**src/rtl/enable_delay_line.sv**
```systemverilog
// WIDTH-bit, DEPTH-stage delay line with a shared load enable, per-word valid bits, sync flush and occupancy tracking.
// Optional ENABLE_DELAY_LINE_TAPS_EN exposes every stage on the taps port.
module enable_delay_line #(
  parameter int                WIDTH   = 8,
  parameter int                DEPTH   = 4,
  parameter logic [WIDTH-1:0]  RST_VAL = '0
) (
  input  logic                           clk,
  input  logic                           rst_n,
  input  logic                           enable,
  input  logic                           flush,
  input  logic [WIDTH-1:0]               d,
  input  logic                           d_valid,
  output logic [WIDTH-1:0]               q,
  output logic                           q_valid,
  output logic [$clog2(DEPTH+1)-1:0]     fill,
  output logic                           full
`ifdef ENABLE_DELAY_LINE_TAPS_EN
  ,
  output logic [WIDTH*DEPTH-1:0]         taps
`endif
);

  localparam int             FW       = $clog2(DEPTH+1);
  localparam logic [FW-1:0]  FULL_CNT = FW'(DEPTH);

  logic [WIDTH-1:0] stage [DEPTH];
  logic [DEPTH-1:0] v;
  logic [FW-1:0]    fill_r;

  // One word in and one out cancel; the counter can never leave 0..DEPTH
  // because v[DEPTH-1] is only set when a word is actually held.
  function automatic logic [FW-1:0] fill_upd(input logic [FW-1:0] f,
                                             input logic          word_in,
                                             input logic          word_out);
    logic [FW-1:0] r;
    r = f;
    case ({word_in, word_out})
      2'b10:   r = f + FW'(1);
      2'b01:   r = f - FW'(1);
      default: r = f;
    endcase
    return r;
  endfunction

  // Shift stage: flush beats enable, enable beats hold
  always_ff @(posedge clk or negedge rst_n) begin
    if (!rst_n) begin
      for (int i = 0; i < DEPTH; i++) stage[i] <= RST_VAL;
      v      <= '0;
      fill_r <= '0;
    end else if (flush) begin
      for (int i = 0; i < DEPTH; i++) stage[i] <= RST_VAL;
      v      <= '0;
      fill_r <= '0;
    end else if (enable) begin
      stage[0] <= d;
      v[0]     <= d_valid;
      for (int i = 1; i < DEPTH; i++) begin
        stage[i] <= stage[i-1];
        v[i]     <= v[i-1];
      end
      fill_r <= fill_upd(fill_r, d_valid, v[DEPTH-1]);
    end
  end

  // Output stage: everything but full comes straight from flops
  assign q       = stage[DEPTH-1];
  assign q_valid = v[DEPTH-1];
  assign fill    = fill_r;
  assign full    = (fill_r == FULL_CNT);

`ifdef ENABLE_DELAY_LINE_TAPS_EN
  for (genvar g = 0; g < DEPTH; g++) begin : g_taps
    assign taps[g*WIDTH +: WIDTH] = stage[g];
  end
`endif

endmodule

```
**config.mk**
```make
export PLATFORM = sky130hd
export DESIGN_NAME = enable_delay_line
export DESIGN_NICKNAME = d
export VERILOG_FILES = /design/src/rtl/enable_delay_line.sv
export SDC_FILE = /design/constraint.sdc
export NUM_CORES = 1
export LEC_CHECK = 0
export ABC_AREA = 1
export CORE_ASPECT_RATIO = 1.2
export CORE_MARGIN = 5
export CORE_UTILIZATION = 50
export CTS_CLUSTER_SIZE = 16
export DETAILED_ROUTE_END_ITERATION = 10
export HOLD_SLACK_MARGIN = 0.08
export PLACE_DENSITY = 0.74
export SYNTH_ARGS = -nofsm -noshare
export SYNTH_HDL_FRONTEND = slang
export SYNTH_SLANG_ARGS = --single-unit
```
**constraint.sdc**
```tcl
create_clock -name clk -period 1.8 [get_ports clk]
set_clock_uncertainty 0.1 [all_clocks]
set_input_delay 0.36 -clock clk [delete_from_list [all_inputs] [get_ports clk]]
set_output_delay 0.36 -clock clk [all_outputs]
set_load 0.02 [all_outputs]
```
* Word-level counts from Yosys, hierarchy flattened
Cells that the tools add are included.
Word-level totals: output and inout bits 13, logic and storage cells 21, input port bits 13, flip-flop bits (word level) 39
Operators by class: add/subtract/negate cells 2, muxes and demuxes 7, reductions and logical operators 3, equal/unequal tests 3
Operator list (number):
- $mux W32 | 2
- $mux W4 | 2
- $mux W3 | 2
- $pmux W3 S2 | 1
- $add A3 B1 Y3 const B | 1
- $eq A3 B3 Y1 const B | 1
- $reduce_bool A3 Y1 | 1
- $sub A3 B1 Y3 const B | 1
- $eq A2 B1 Y1 const B | 1
- $eq A2 B2 Y1 const B | 1
- $reduce_and A2 Y1 | 1
- $reduce_bool A2 Y1 | 1

* Longest topological paths before layout
depth after elaboration 4, gate-level depth with buffers 11, gate-level depth less buffers 11

* Worst setup path before layout
Ideal clock, no wire load.
kind flip-flop to flip-flop, start register v[3], end register fill_r[2], in the netlist fill[2], arrival time 1.320 ns, path slack 0.263 ns, path buffers 0, setup time 0.117 ns, clock period less this slack 1.537 ns, stages on the path, launching flop included 10, data required time 1.583 ns, path through dfrtp_1 -> nand2_1 -> inv_1 -> fa_1 -> nand2_1 -> nand2_1 -> nand2_1 -> nand2_1 -> nand2_1 -> nand2_1
On the way: word-level cells in the longest chain between the ends 4, elaborated cells between the ends (all ways) 7, those cells by class eq/ne (2); mux (3); reduce/logical (2)
RTL lines:
- start: declaration | line 28 | logic [DEPTH-1:0] v;
- start signal: indexed assignment | line 61 | v[i] <= v[i-1];
- $eq A2 B1 Y1 or $eq A2 B2 Y1 (tied branches) | line 38 | case ({word_in, word_out})
- $pmux W3 S2 | line 38
- $mux W3 | line 56 | end else if (enable) begin
- $mux W3 | line 52 | end else if (flush) begin
- end signal: assignment | line 63 | fill_r <= fill_upd(fill_r, d_valid, v[DEPTH-1]);
- end: declaration | line 29 | logic [FW-1:0] fill_r;
Parallel ways exist; a longest one is shown, timed or not. The select of a mux whose other input is x is not followed. A chain may end at the register's enable or synchronous reset.

* Worst setup path in the final report
start register fill_r[1], in the netlist fill[1], end output fill[1]
RTL lines:
- end: declaration | line 16 | output logic [$clog2(DEPTH+1)-1:0] fill,
No word-level cell between the ends.

==> impl_results.md <==
- TritonRoute pass-1 iters: 7
- Fin. Hold Viols: 0
- Power Dens Cells: 785 nW/um2
- Die area: 4530 um2
- Max-slew violations: 0
- Worst hold slack: 397 ps
- Die height: 72.8 um
- Max_cap viols: 0
- CTS tree: done
- Synth cell types: 17
- Largest net degree at the start of global routing: 40
- Hold Path Stages: 2
- Gpl congestion: 0.739
- Min-delay src: q[1]
- Post-route cell area: 2010 um2
- Post-Syn Instances: 173
- Leakage: 1.08 nW
- Port buffer count: 25
- Final ANT Viol Nets: 0
- Sequential element share of the synthesized area: 59.5%
- Area of the mapped netlist: 1640 um2
- Top-area cell type share of the netlist area: 59.5%
- Routed WL: 3.22 mm
- First-pass GRT wire length: 5.80 mm
- Top cells by area, synth: dfrtp_1, o21ai_0, nand2_1
- Critical Path End Type: primary output
- Vias per inst: 5.32
- Max VDD drop: 735 uV
- Synthesized Nets: 187
- Pre-CTS WS: -182 ps
- R2r worst-path depth: 9
- Max incr delay on CP: 410 ps
- Top Ports: 26
- HP Class: flip-flop to flip-flop
- DRC: 0
- Max layer used: met4
- Met2 wire length: 1.62 mm
- CP max-delay cell: dfrtp_1
- Worst reg2reg endpoint: fill[2]
- Clock Latency Late Sink: 330 ps
- Clock Path Buffers: 2
- Worst r2r src: v[3]
- CP max FO: 3
- # nets final: 217
- HPWL after DPL: 2.33 mm
- Row count: 22
- Final setup viols: 0
- Min Tclk post-route: 1670 ps
- Iter 0 DRT Violations: 36
- GRT Total Usage: 15.8%
- Final Cycle Share: 92.9%
- Crit path arrival time: 1210 ps
- Initial Utilization: 52.8%
- Placed Area: 1920 um2
- Outcome: complete, no violations
- CTS clk-pin slew, worst paths: 110 ps
- Ys Warns: 0
- Setup crit start kind: flip-flop
- Initial antenna violation count: 0
- Via count: 1276
- Area of the multi-input gates: 458 um2
- Avg Cell Area, Syn: 9.49 um2
- Final setup margin: 128 ps
- FILL cells: 259
- Min-Delay Endpoint: q[1]
- Power Total: 1.58 mW
- Routed length per placed instance: 13.4 um
- Relative slew slack: 68.8%
- Cts bufs inserted: 5
- Layout cell share with drive strength beyond 1: 13.2%
- Total clock sinks: 39
- Worst path required time: 1340 ps
- Total global routing overflow: 0
- Yosys reg bits: 39
- Worst Tran Pin Value: 468 ps
- Setup slack, reg-to-reg: 250 ps
- Synth area leader: dfrtp_1
- Register area: 976 um2
- Unrepaired setup endpoints after global routing: false
- DP Cell Count: 231
- Core Footprint: 3110 um2
- Crit-path cells: buf_4, dlygate4sd2_1
- Htree depth: 2
- # diodes: 0
- Fmax: 598 MHz
- Non-filler cells, final: 240
- Crit Path Category: flip-flop to primary output
- Vias in the first global route: 1320
- Root buffer selected by CTS: clkbuf_4
- Layout area overhead: 22.3%
- Met1 WL: 1.43 mm
- Setup Buffers After CTS: 0
- Met3 Wirelength: 155 um
- Die X: 62.3 um
sequential cells by signal, indices dropped and copies added (netlist names):
signal and flops:
v 4, fill 3, q 8, stage 24
worst max-delay path, delay by kind of cell, from the launching register on:
kind,cells,cell delay [ps]
flops,1,410
buf+inv,2,460
layer usage:
metal	track usage (%)	vias up
met3	4.62	2
met2	26.0	41
met1	20.3	621
met4	4.25	0
met5	0	-
li1	-	612
placed cells by master, fill, tap and decap left out, drive strengths merged:
cell type,n
dlygate4sd3,1
nor2,2
o21ai,27
o31ai,2
clkbuf,9
o22ai,8
nand3,19
a21oi,4
nor3,1
fa,1
clkdlybuf4s50,11
dfrtp,39
nand2,28
inv,26
buf,14
dlygate4sd2,4
dlymetal6s2s,8
power by group:
group          switching (mW)  internal, mW  total [mW]
Clock                   0.263         0.230       0.493
Sequential             0.0113         0.904       0.915
Combinational          0.0981        0.0697       0.168
Total                   0.373          1.20        1.58
cells in the mapped netlist:
master   instances
nor2_2           1
nand3_1         19
nand2_1         27
a21oi_1          4
nor2_1           1
nor3_1           1
o22ai_1          8
o21ai_0         23
inv_1           23
nand2_2          1
inv_2            3
o21ai_1          4
buf_2            4
o31ai_1          2
buf_4           12
fa_1             1
dfrtp_1         39
cells by family (layout without fill, tap and decap cells):
kind of cell,Yosys count,after routing,synth area share (%)
adder cells (fa/ha/maj),1,1,1.22
flip-flops,39,39,59.5
AND/OR/NAND/NOR,50,50,13.3
AO/OA/AOI/OAI,41,41,13.4
buffers and inverters,42,73,12.7
per-stage QoR:
stage,setup TNS (ps),util (%)
CTS,0,64.1
global route,0,64.6
detailed placement,-190,61.7
finish,0,64.6
global placement,-104,61.7
floorplan,0,-
area by class of cell:
class | instances | share of cell area [%]
multi-input combinational | 92 | 22.8
timing repair buffer | 39 | 18.1
tap | 36 | 2.24
clock buffer | 8 | 3.43
inverter | 26 | 4.86
sequential | 39 | 48.6
what timing repair did:
action | in CTS | in global routing
hold buffers | 1 | 0
setup endpoints to repair | 5 | 9
resized for setup | 6 | 10
hold endpoints to repair | 39 | 0
worst max-delay path by stage:
stage / startpoint / endpoint / slack (ps)
6_report: fill[1] / fill[1] / 130
5_1_grt: fill[2] / full / 50
4_1_cts: q[5] / q[5] / 2
2_1_floorplan: v[3] / fill[2] / 260
3_5_place_dp: d_valid / fill[2] / -180
3_3_place_gp: d_valid / fill[2] / -100
(Power assumes the default switching activity.)
